==> src/rtl/aes_ctr_seq.sv <==
// aes_ctr_seq: block-level sequencer for AES CTR mode.
// For each requested block it runs one cipher operation and then advances the
// counter, reports progress, and escalates alerts/timeouts into a terminal error.
module aes_ctr_seq #(
  parameter int NumBlkW     = 16,
  parameter int IncrTimeout = 16
) (
  input  logic               clk_i,
  input  logic               rst_i,
  input  logic               start_i,
  input  logic [NumBlkW-1:0] num_blks_i,
  input  logic               abort_i,
  output logic               busy_o,
  output logic               done_o,
  output logic               aborted_o,
  output logic [NumBlkW-1:0] blks_done_o,
  output logic               err_o,
  output logic               cipher_req_o,
  input  logic               cipher_ack_i,
  input  logic               cipher_done_i,
  output logic               ctr_incr_o,
  input  logic               ctr_ready_i,
  input  logic               ctr_alert_i
);

  localparam int TmoW = $clog2(IncrTimeout + 1);
  localparam logic [TmoW-1:0] TmoLast = TmoW'(IncrTimeout - 1);

  typedef enum logic [2:0] {
    IDLE,
    CIPHER,
    WAIT_CIPHER,
    INCR,
    WAIT_INCR,
    ERROR
  } state_e;

  state_e             state;
  logic [NumBlkW-1:0] total;
  logic               abort_flag;
  logic [TmoW-1:0]    tmo_cnt;
  logic [NumBlkW-1:0] blks_next;
  logic               timeout_hit;
  logic               state_ok;
  logic               to_error;

  assign blks_next   = blks_done_o + NumBlkW'(1);
  assign timeout_hit = (state == WAIT_INCR) && !ctr_ready_i && (tmo_cnt == TmoLast);
  assign state_ok    = state inside {IDLE, CIPHER, WAIT_CIPHER, INCR, WAIT_INCR};
  // Alerts win over every other transition; ERROR and corrupted encodings stay put.
  assign to_error    = ctr_alert_i || timeout_hit || !state_ok;

  // The increment command follows ready directly so the counter FSM sees it in the same cycle.
  assign ctr_incr_o = (state == INCR) && ctr_ready_i;

  // Sequencer state machine with registered status and request outputs.
  always_ff @(posedge clk_i) begin
    if (rst_i) begin
      state        <= IDLE;
      busy_o       <= 1'b0;
      done_o       <= 1'b0;
      aborted_o    <= 1'b0;
      err_o        <= 1'b0;
      cipher_req_o <= 1'b0;
      blks_done_o  <= '0;
      total        <= '0;
      abort_flag   <= 1'b0;
      tmo_cnt      <= '0;
    end else begin
      done_o <= 1'b0;
      if (busy_o && abort_i) begin
        abort_flag <= 1'b1;
      end
      if (to_error) begin
        state        <= ERROR;
        err_o        <= 1'b1;
        busy_o       <= 1'b0;
        cipher_req_o <= 1'b0;
      end else begin
        case (state)
          IDLE: begin
            if (start_i) begin
              if (num_blks_i != '0) begin
                total        <= num_blks_i;
                blks_done_o  <= '0;
                abort_flag   <= 1'b0;
                state        <= CIPHER;
                busy_o       <= 1'b1;
                cipher_req_o <= 1'b1;
              end else begin
                done_o    <= 1'b1;
                aborted_o <= 1'b0;
              end
            end
          end
          CIPHER: begin
            if (cipher_ack_i) begin
              state        <= WAIT_CIPHER;
              cipher_req_o <= 1'b0;
            end
          end
          WAIT_CIPHER: begin
            if (cipher_done_i) begin
              state <= INCR;
            end
          end
          INCR: begin
            if (ctr_ready_i) begin
              tmo_cnt <= '0;
              state   <= WAIT_INCR;
            end
          end
          WAIT_INCR: begin
            if (ctr_ready_i) begin
              blks_done_o <= blks_next;
              if ((blks_next == total) || abort_flag) begin
                state     <= IDLE;
                busy_o    <= 1'b0;
                done_o    <= 1'b1;
                aborted_o <= abort_flag && (blks_next != total);
              end else begin
                state        <= CIPHER;
                cipher_req_o <= 1'b1;
              end
            end else begin
              tmo_cnt <= tmo_cnt + TmoW'(1);
            end
          end
          default: begin
          end
        endcase
      end
    end
  end

endmodule

==> config.mk <==
export PLATFORM = sky130hd
export DESIGN_NAME = aes_ctr_seq
export DESIGN_NICKNAME = d
export VERILOG_FILES = /design/src/rtl/aes_ctr_seq.sv
export SDC_FILE = /design/constraint.sdc
export NUM_CORES = 1
export LEC_CHECK = 0
export CAP_MARGIN = 10
export CORE_ASPECT_RATIO = 0.75
export CORE_MARGIN = 10
export CORE_UTILIZATION = 25
export CTS_BUF_LIST = sky130_fd_sc_hd__clkbuf_8
export CTS_CLUSTER_DIAMETER = 120
export DETAILED_ROUTE_END_ITERATION = 7
export HOLD_SLACK_MARGIN = 0.15
export MAX_ROUTING_LAYER = met4
export PLACE_DENSITY = 0.49
export SLEW_MARGIN = 40
export SYNTH_ARGS = -nofsm -noshare
export SYNTH_HDL_FRONTEND = slang
export SYNTH_SLANG_ARGS = --single-unit
==> constraint.sdc <==
create_clock -name clk_i -period 4.06 [get_ports clk_i]
set_clock_uncertainty 0.15 [all_clocks]
set_input_delay 0.812 -clock clk_i [delete_from_list [all_inputs] [get_ports clk_i]]
set_output_delay 0.812 -clock clk_i [all_outputs]
set_load 0.01 [all_outputs]
==> results.md, run 1 <==
- DR DRC count: 0
- CTS buffer count: 5
- Wire length per cell: 16.2 um
- Initial antenna violation count: 0
- Slowest stage delay, CP: 0.65 ns
- Critical Path Sink Type: primary output
- Clock power frac: 31.0%
- Area of the multi-input gates: 0.00166 mm^2
- Clock slew at the register clock pins of the worst setup and hold paths: 0.10 ns
- DIE HEIGHT: 110 um
- # Max-Cap Violations: 0
- Post-Syn Area: 0.00271 mm^2
- Post-CTS Setup Inserts: 0
- Crit-path leading delay family: buffers and inverters
- Buffers added on ports: 45
- P&R area growth vs syn: 23.7%
- Core footprint: 0.0105 mm^2
- # fillers: 1,105
- I/O Pins: 46
- Cts repair resizes: 0
- Total wire length: 8380 um
- Seq pwr share: 50.7%
- Min-Delay Path Class: register to register
- Least-Margin Pin Slew: 0.781 ns
- Final period util: 80.5%
- Cell Chain, Critical Path: clkdlybuf4s50_1 > nand3_1 > inv_1 > clkdlybuf4s50_1
- Inserted Diodes: 0
- Hold Vio Cnt, Final: 0
- Buf/Inv on CP: 3
- CP max FO: 9
- Post-synth ARST share: 0%
- Critical Path RT: 3.10 ns
- Drt first pass iters: 4
- Full die area: 0.0155 mm^2
- Leak: 0.00113 uW
- Clock Path Buffers: 2
- Power per cell area: 285 mW/mm^2
- CTS tree: yes
- Crit path kind: input pin to primary output
- Largest net degree at the start of global routing: 32
- Syn nets: 376
- Synth cell types: 58
- Sequential area share after synthesis: 33.9%
- Synth Register Bits: 46
- Mean post-synth cell area: 7.78 um^2
- Gr ovfl total: 0
- CTS Hold Bufs: 0
- FMAX: 306 MHz
- Total track usage: 11.3%
- Initial DRC Count: 182
- Layout cells sized above 1: 7.57%
- Unrepaired setup endpoints after global routing: no
- Placed cell area: 0.00326 mm^2
- Outcome: finished, final reports clean
- Row Count: 32
- Number of synthesized flops with an enable pin: 0
- Final Setup Violations: 0
- Vias per cell: 5.05
- Crit start category: input pin
- Post-route cell area: 0.00336 mm^2
- Peak VDD IR: 0.000148 V
- WP data arrival: 2.31 ns
- Final net count: 409
- Die W: 140 um
- Vias in the first global route: 2,541
- Crit-path slowest cell: clkdlybuf4s50_1
- Mapped Cells: 349
- Yosys warning count: 0
- Sink Count: 46
- Global-route wire length before repair: 13,900 um
- Int Pwr: 661 uW
- Min Tclk post-route: 3.27 ns
- Clock root buffer: clkbuf_8
- Sequential cell area: 921 um^2
- Slew Limit Fails: 0
- Comb power frac: 18.3%
- GP Congestion: 0.777
- Initial Util: 26.0%
- Net switching power: 297 uW
- Vias post-DR: 2,619
- Clock latency on the worst-skew pair: 0.30 ns
- Slew headroom: 47.8%
- Switching share of power: 31.0%
- ANT nets after route: 0
- Detailed Place HPWL: 6280 um
- Most frequent CP cell: clkdlybuf4s50_1
- Final setup TNS: 0 ns
- Top FF cell, synth: dfxtp_1
- Number of H-tree levels: 2
==> placed cells by master, fill, tap and decap left out, types with 4 or more instances in the layout <==
cell type        instances
a21oi_1                 48
dfxtp_1                 46
clkdlybuf4s50_1         45
nor2_1                  29
nand2_1                 28
nand3_1                 24
o21ai_0                 20
xnor2_1                 11
inv_1                    8
nor3_1                   8
xor2_1                   8
nand4_1                  7
or3_1                    7
nor4_1                   5
mux2i_1                  5
clkbuf_8                 5
buf_4                    5
and3_1                   4
nor2b_1                  4
nor3b_1                  4
==> synthesized netlist by cell type, types with 2 or more instances <==
library cell	n	share of area, %
o21ai_0	20	3.7
and2_1	3	0.69
nand3_2	2	0.74
nand3b_1	2	0.55
or4_1	2	0.55
mux2i_1	5	1.8
nand2b_1	2	0.46
nor4_1	6	1.4
or3_1	7	1.6
buf_1	2	0.28
and3_2	2	0.55
buf_6	3	1.2
nand4b_1	2	0.65
and3_1	4	0.92
ha_1	3	1.4
o31ai_1	2	0.55
nor4_4	2	1.6
a41oi_1	2	0.65
nand4_1	7	1.6
a21o_1	2	0.55
or3b_2	2	0.65
nand2_1	28	3.9
a31oi_1	3	0.69
nand3_1	24	4.4
clkbuf_1	17	2.4
nor3b_1	4	1.1
nor2_1	29	4.0
nor2b_1	4	0.92
a21oi_1	48	8.9
xor2_1	8	2.6
a211oi_1	3	0.83
nor3_1	8	1.5
xnor2_1	11	3.5
inv_1	8	1.1
dfxtp_1	46	34
a22oi_1	2	0.55
o22ai_1	3	0.69
==> flip-flops by register name, summed over array words and instances (netlist names) <==
signal        count
abort_flag        1
aborted_o         1
blks_done_o      16
busy_o            1
cipher_req_o      1
done_o            1
err_o             1
state             3
tmo_cnt           5
total            16
==> tightest hold or removal path, delay by kind of cell (launching register included) <==
kind,cells,cell delay [ns]
flops,1,0.32
compound gates,1,0.05
buf+inv,1,0.05
==> logic make-up (layout without fill, tap and decap cells) <==
kind of cell / count (synthesis) / after routing / share of synthesized area [%]
buffers and inverters: 32 / 66 / 5.44
multiplexers: 5 / 5 / 1.84
AND/OR/NAND/NOR: 149 / 149 / 31.2
XOR/XNOR: 19 / 19 / 6.13
flip-flops: 46 / 46 / 33.9
adder cells (fa/ha/maj): 3 / 3 / 1.38
AO/OA/AOI/OAI: 95 / 95 / 20.1
==> routing by layer <==
metal | track usage [%] | vias up | share of wire [%]
met2 | 15.9 | 73 | 41
met1 | 16.2 | 1203 | 54
met4 | 2.28 | 0 | 0.79
met5 | - | - | 0
li1 | - | 1334 | -
met3 | 2.35 | 9 | 4.7
==> through the flow <==
step	std cells	hold slack [ns]	setup slack (ns)	total power, uW	utilization [%]
floorplan	349	0.293	1.66	601	-
global placement	511	0.293	0.785	671	31.2
detailed placement	511	0.291	0.733	671	31.2
CTS	519	0.314	0.783	966	32.1
global route	519	0.342	0.660	1010	32.1
finish	519	0.313	0.792	958	32.1
==> power groups by stage <==
stage	Sequential (uW)	Combinational (uW)	Clock, uW
after CTS	486	175	305
after global placement	496	175	0
final	486	175	297
after detailed placement	496	175	0
after global routing	489	197	322
after floorplan	486	114	0
==> area by class of cell <==
| class | instances | area share, % |
|---|---|---|
| clock buffer | 5 | 2.05 |
| clock inverter | 3 | 0.633 |
| inverter | 8 | 0.894 |
| multi-input combinational | 271 | 49.4 |
| sequential | 46 | 27.4 |
| tap | 136 | 5.07 |
| timing repair buffer | 50 | 14.5 |
==> final timing paths <==
check                 start         end  slack (ns)  cells after the start
max             ctr_ready_i  ctr_incr_o        0.79                      4
min                   err_o       err_o        0.31                      2
max reg2reg  blks_done_o[0]      done_o        1.34                      7
min reg2reg           err_o       err_o        0.31                      2
Note: power is estimated with default switching activity, not from simulation.
==> run 2, diff against run 1 <==
clock period = 3.3 ns   (was 4.06 ns; I/O delays follow)
==> run 2 against run 1 <==
Net effect: flip-flop and latch count stayed put; non-clock buffer count rose by 5; sequential power up 23%; clock power grew 30%; wire length increased by 2.5%; largest cell class unchanged; worst hold slack improved by 0.0037 ns; register-to-register slack worse by 0.79 ns; worst setup slack got worse by 0.41 ns; power grew 26%; cell area is 1.1% higher.
==> results.md, run 2 (synthesis gave the netlist of run 1 again) <==
- Outcome: finished, final reports clean (unchanged)
- Drt first pass iters: 5 (was 4)
- Buffers added on ports: 45 (unchanged)
- Cts repair resizes: 0 (unchanged)
- Initial Util: 26.0% (unchanged)
- CP Launch Point: ctr_ready_i (unchanged)
- Worst R2R End: done_o (unchanged)
- WP data arrival: 2.11 ns (was 2.31 ns)
- Vias post-DR: 2,700 (was 2,619)
- Crit start category: input pin (unchanged)
- Initial DRC Count: 176 (was 182)
- Hold Vio Cnt, Final: 0 (unchanged)
- Final Setup Violations: 0 (unchanged)
- Slew Limit Fails: 0 (unchanged)
- Crit-path leading delay family: buffers and inverters (unchanged)
- R2r worst-path depth: 7 (unchanged)
- Final Power: 1210 uW (was 958 uW)
- Final setup TNS: 0 ns (unchanged)
- Switching share of power: 30.6% (was 31.0%)
- Net switching power: 369 uW (was 297 uW)
- Seq pwr share: 49.5% (was 50.7%)
- Slew headroom: 60.0% (was 47.8%)
- Layout cells sized above 1: 8.51% (was 7.57%)
- Most frequent cells in the layout: 48 x a21oi_1, 46 x dfxtp_1, 45 x clkdlybuf4s50_1, 29 x nor2_1, 28 x nand2_1 (unchanged)
- Row Count: 32 (unchanged)
- GR Layer Usage met2: 16.1% (was 15.9%)
- DIE HEIGHT: 110 um (unchanged)
- CTS Hold Bufs: 0 (unchanged)
- Area of the multi-input gates: 0.00165 mm^2 (was 0.00166 mm^2)
- Total wire length: 8590 um (was 8380 um)
- Final net count: 414 (was 409)
- I/O Pins: 46 (unchanged)
- Critical Path RT: 2.49 ns (was 3.10 ns)
- Least-Margin Pin Slew: 0.594 ns (was 0.781 ns)
- Crit path kind: input pin to primary output (unchanged)
- Most frequent CP cell: clkdlybuf4s50_1 (unchanged)
- FMAX: 342 MHz
- CP max FO: 9 (unchanged)
- Wire length per cell: 16.4 um (was 16.2 um)
- R2R Path Start: blks_done_o[0] (unchanged)
- Clock root buffer: clkbuf_8 (unchanged)
- Unrepaired setup endpoints after global routing: no (unchanged)
- Initial antenna violation count: 0 (unchanged)
- Met1 Use GR: 16.5% (was 16.2%)
- Sink Count: 46 (unchanged)
- Detailed Place HPWL: 6310 um (was 6280 um)
- GR Util met3: 2.91% (was 2.35%)
- Gr ovfl total: 0 (unchanged)
- # Max-Cap Violations: 0 (unchanged)
- Min-Delay Path Class: register to register (unchanged)
- Vias per cell: 5.15 (was 5.05)
- Hold depth: 2 (unchanged)
- Die W: 140 um (unchanged)
- Min Tclk post-route: 2.92 ns
- Core footprint: 0.0105 mm^2 (unchanged)
- P&R area growth vs syn: 25.1% (was 23.7%)
- Total track usage: 11.7% (was 11.3%)
- # fillers: 1,121 (was 1,105)
- Clock Path Buffers: 2 (unchanged)
- Global-route wire length before repair: 14,300 um (was 13,900 um)
- Worst Hold End: err_o (unchanged)
- Worst R2R Setup Slack: 0.55 ns (was 1.34 ns)
- Inserted Diodes: 0 (unchanged)
- Clock latency on the worst-skew pair: 0.32 ns (was 0.30 ns)
- Commonest non-fill, non-tap cell in the layout: a21oi_1 (unchanged)
- Buf/Inv on CP: 3 (unchanged)
- CTS buffer count: 5 (unchanged)
- GRT busiest layer: met1 (unchanged)
- Crit-path slowest cell: clkdlybuf4s50_1 (unchanged)
- CTS tree: yes (unchanged)
- Critical Path Sink Type: primary output (unchanged)
- DR DRC count: 0 (unchanged)
- Slowest stage delay, CP: 0.63 ns (was 0.65 ns)
- Vias in the first global route: 2,657 (was 2,541)
- Clock power frac: 31.9% (was 31.0%)
- ANT nets after route: 0 (unchanged)
- Full die area: 0.0155 mm^2 (unchanged)
- Power per cell area: 355 mW/mm^2 (was 285 mW/mm^2)
- Int Pwr: 837 uW (was 661 uW)
- Final period util: 88.5%
- Min-Delay Startpoint: err_o (unchanged)
- Regs by FF count: blks_done_o: 16 flops, total: 16 flops, tmo_cnt: 5 flops (unchanged)
- Post-CTS Setup Inserts: 0 (unchanged)
- GP Congestion: 0.843 (was 0.777)
- Sequential cell area: 921 um^2 (unchanged)
- Peak VDD IR: 0.000138 V (was 0.000148 V)
- Leak: 0.00115 uW (was 0.00113 uW)
- Clock slew at the register clock pins of the worst setup and hold paths: 0.09 ns (was 0.10 ns)
- Comb power frac: 18.6% (was 18.3%)
- Cell Chain, Critical Path: clkdlybuf4s50_1 > nand3_1 > inv_1 > clkdlybuf4s50_1 (unchanged)
- Number of H-tree levels: 2 (unchanged)
- Largest net degree at the start of global routing: 40 (was 32)
run 2: worst reg2reg max path, stage by stage (launching register included):
cell	delay, ns
dfxtp_1	0.49
ha_1	0.36
nand3_2	0.21
nor4b_2	0.26
a2bb2oi_1	0.12
or4_4	0.56
nor4_4	0.33
o31a_1	0.22
run 2: layer usage:
layer / part of all wire [%] / vias to the layer above
met3: 5.0 / 12
li1: - / 1343
met2: 40 / 59
met1: 54 / 1286
met5: 0 / -
met4: 1.1 / 0
run 2: layout make-up:
cell class	count	share of cell area [%]
repair buffers	55	15.5
clock inverters	2	0.369
multi-input cells	271	48.7
clock buffers	6	2.43
inverters	8	0.885
flip-flops and latches	46	27.1
well taps	136	5.01
run 2: stage by stage:
stage | instances | cell area [um^2] | hold slack [ns] | setup WS (ns) | util, %
final | 524 | 3390 | 0.317 | 0.379 | 32.5
after detailed placement | 516 | 3300 | 0.293 | 0.391 | 31.6
after global routing | 524 | 3390 | 0.348 | 0.275 | 32.5
after global placement | 516 | 3300 | 0.297 | 0.404 | 31.6
after floorplan | 349 | 2710 | 0.293 | 0.959 | -
after CTS | 524 | 3390 | 0.316 | 0.383 | 32.5
run 2: worst max-delay path by stage:
stage                            end  depth (start not counted)
after floorplan               busy_o                          7
after global placement    ctr_incr_o                          4
after detailed placement  ctr_incr_o                          4
after CTS                 ctr_incr_o                          4
after global routing      ctr_incr_o                          4
final                     ctr_incr_o                          4
run 2: power groups by stage:
| stage | Combinational (uW) | Sequential [uW] | Clock, uW |
|---|---|---|---|
| after floorplan | 141 | 598 | 0 |
| after global placement | 221 | 610 | 0 |
| after detailed placement | 221 | 610 | 0 |
| after CTS | 223 | 597 | 400 |
| after global routing | 250 | 602 | 420 |
| final | 224 | 597 | 385 |
==> run 3, diff against run 2 <==
CORE_MARGIN = 2   (was 10)
==> run 3 against run 2 <==
Net effect: die area shrank 24%; non-clock buffer count increased by 1; worst hold slack got worse by 0.011 ns; worst setup slack got worse by 0.025 ns; sequential share of layout area is essentially flat; cell area increased by 0.11%; critical path type unchanged; highest routed layer unchanged.
==> results.md, run 3 (synthesis gave the netlist of run 1 again) <==
- Outcome: finished, final reports clean (unchanged)
- Number of H-tree levels: 2 (unchanged)
- Sequential cell area: 921 um^2 (unchanged)
- Drt first pass iters: 4 (was 5)
- Worst R2R End: done_o (unchanged)
- Clock slew at the register clock pins of the worst setup and hold paths: 0.09 ns (about the same)
- Regs by FF count: blks_done_o: 16 flops, total: 16 flops, tmo_cnt: 5 flops (unchanged)
- Inserted Diodes: 0 (unchanged)
- Leak: 0.00116 uW (was 0.00115 uW)
- Crit start category: input pin (unchanged)
- Worst Hold End: err_o (unchanged)
- P&R area growth vs syn: 25.2% (was 25.1%)
- Worst slack, placed: 0.367 ns (was 0.391 ns)
- Critical Path RT: 2.49 ns (about the same)
- Final Setup Violations: 0 (unchanged)
- Hold Vio Cnt, Final: 0 (unchanged)
- Post-route cell area: 0.00340 mm^2 (was 0.00339 mm^2)
- Most frequent cells in the layout: 48 x a21oi_1, 46 x dfxtp_1, 45 x clkdlybuf4s50_1, 29 x nor2_1, 28 x nand2_1 (unchanged)
- Total track usage: 14.6% (was 11.7%)
- Min-Delay Startpoint: err_o (unchanged)
- CTS Hold Bufs: 0 (unchanged)
- CTS buffer count: 5 (unchanged)
- Area of the multi-input gates: 0.00165 mm^2 (unchanged)
- Clock Path Buffers: 2 (unchanged)
- Vias in the first global route: 2,522 (was 2,657)
- Min Tclk post-route: 2.95 ns (was 2.92 ns)
- GP Congestion: 0.818 (was 0.843)
- Wire length per cell: 15.2 um (was 16.4 um)
- Post-route worst setup slack: 0.354 ns (was 0.379 ns)
- Largest net degree at the start of global routing: 41 (was 40)
- Slew headroom: 65.6% (was 60.0%)
- DIE HEIGHT: 94.2 um (was 110 um)
- Clock root buffer: clkbuf_8 (unchanged)
- Critical Path Sink Type: primary output (unchanged)
- Buffers added on ports: 45 (unchanged)
- Cts repair resizes: 0 (unchanged)
- Initial DRC Count: 170 (was 176)
- Wire length on met1: 4390 um (was 4620 um)
- Full die area: 0.0117 mm^2 (was 0.0155 mm^2)
- WP data arrival: 2.14 ns (was 2.11 ns)
- Final net count: 415 (was 414)
- CP max FO: 9 (unchanged)
- Unrepaired setup endpoints after global routing: no (unchanged)
- Global-route wire length before repair: 13,400 um (was 14,300 um)
- DR DRC count: 0 (unchanged)
- Initial Util: 26.1% (was 26.0%)
- # Max-Cap Violations: 0 (unchanged)
- Clock latency on the worst-skew pair: 0.30 ns (was 0.32 ns)
- Crit path kind: input pin to primary output (unchanged)
- Placed cell area: 0.00331 mm^2 (was 0.00330 mm^2)
- Vias per cell: 5.07 (was 5.15)
- Detailed Place HPWL: 5900 um (was 6310 um)
- Commonest non-fill, non-tap cell in the layout: a21oi_1 (unchanged)
- Row Count: 32 (unchanged)
- Total wire length: 8010 um (was 8590 um)
- Layout cells sized above 1: 8.48% (was 8.51%)
- Sink Count: 46 (unchanged)
- Final setup TNS: 0 ns (unchanged)
- Highest Signal Layer: met4 (unchanged)
- Peak VDD IR: 0.000140 V (was 0.000138 V)
- Vias post-DR: 2,664 (was 2,700)
- Routed wl met2: 3260 um (was 3450 um)
- Worst R2R Setup Slack: 0.64 ns (was 0.55 ns)
- Initial antenna violation count: 0 (unchanged)
- # fillers: 1,141 (was 1,121)
- Hold depth: 2 (unchanged)
- I/O Pins: 46 (unchanged)
- Met3 wire length: 291 um (was 432 um)
- Final period util: 89.3% (was 88.5%)
- R2R Path Start: blks_done_o[1] (was blks_done_o[0])
- Post-CTS Setup Inserts: 0 (unchanged)
- Core footprint: 0.0104 mm^2 (was 0.0105 mm^2)
- Die W: 124 um (was 140 um)
- Slew Limit Fails: 0 (unchanged)
- Min-Delay Path Class: register to register (unchanged)
- Power per cell area: 349 mW/mm^2 (was 355 mW/mm^2)
- Gr ovfl total: 0 (unchanged)
- ANT nets after route: 0 (unchanged)
- FMAX: 339 MHz (was 342 MHz)
- R2r worst-path depth: 7 (unchanged)
- CTS tree: yes (unchanged)
- Least-Margin Pin Slew: 0.516 ns (was 0.594 ns)
- Final Power: 1190 uW (was 1210 uW)
==> run 3: cell count changes in the layout (fill, tap and decap cells not counted) <==
cell	delta
buf_4	+1
inv_1	+1
clkinvlp_4	-1
==> run 3: metrics by stage <==
stage / cells / hold slack (ns) / util (%)
after global placement: 517 / 0.288 / 31.8
after global routing: 525 / 0.327 / 32.6
final: 525 / 0.306 / 32.6
after floorplan: 349 / 0.293 / -
after CTS: 525 / 0.307 / 32.6
after detailed placement: 517 / 0.285 / 31.8
==> run 3: worst max path at each step <==
stage,to,slack (ns),startpoint,cells past startpoint
after floorplan,busy_o,0.96,blks_done_o[0],7
after global placement,ctr_incr_o,0.40,ctr_ready_i,4
after detailed placement,ctr_incr_o,0.37,ctr_ready_i,4
after CTS,ctr_incr_o,0.36,ctr_ready_i,4
after global routing,ctr_incr_o,0.28,ctr_ready_i,4
final,ctr_incr_o,0.35,ctr_ready_i,4
==> run 3: cell type report <==
class / count / share of cell area [%]
multi-input combinational: 271 / 48.6
timing repair buffer: 56 / 15.7
tap: 136 / 5.01
sequential: 46 / 27.1
clock inverter: 2 / 0.258
clock buffer: 6 / 2.43
inverter: 8 / 0.884
==> run 3: worst max-delay path, cell delays in order <==
cell	delay (ns)
clkdlybuf4s50_1	0.65
nand3_1	0.18
inv_1	0.11
clkdlybuf4s50_1	0.54
==> run 3: metal layers <==
| metal | up-vias | global-route usage (%) |
|---|---|---|
| li1 | 1346 | - |
| met4 | 0 | 2.53 |
| met2 | 48 | 21.7 |
| met1 | 1265 | 20.7 |
| met3 | 5 | 3.13 |
| met5 | - | - |
==> run 3: report_power, final <==
group          switching, uW  internal (uW)  total [uW]  leakage [uW]
Combinational            128           95.7         223      0.000739
Sequential              23.4            573         596      0.000373
Clock                    199            166         366     0.0000524
Total                    350            835        1190       0.00116
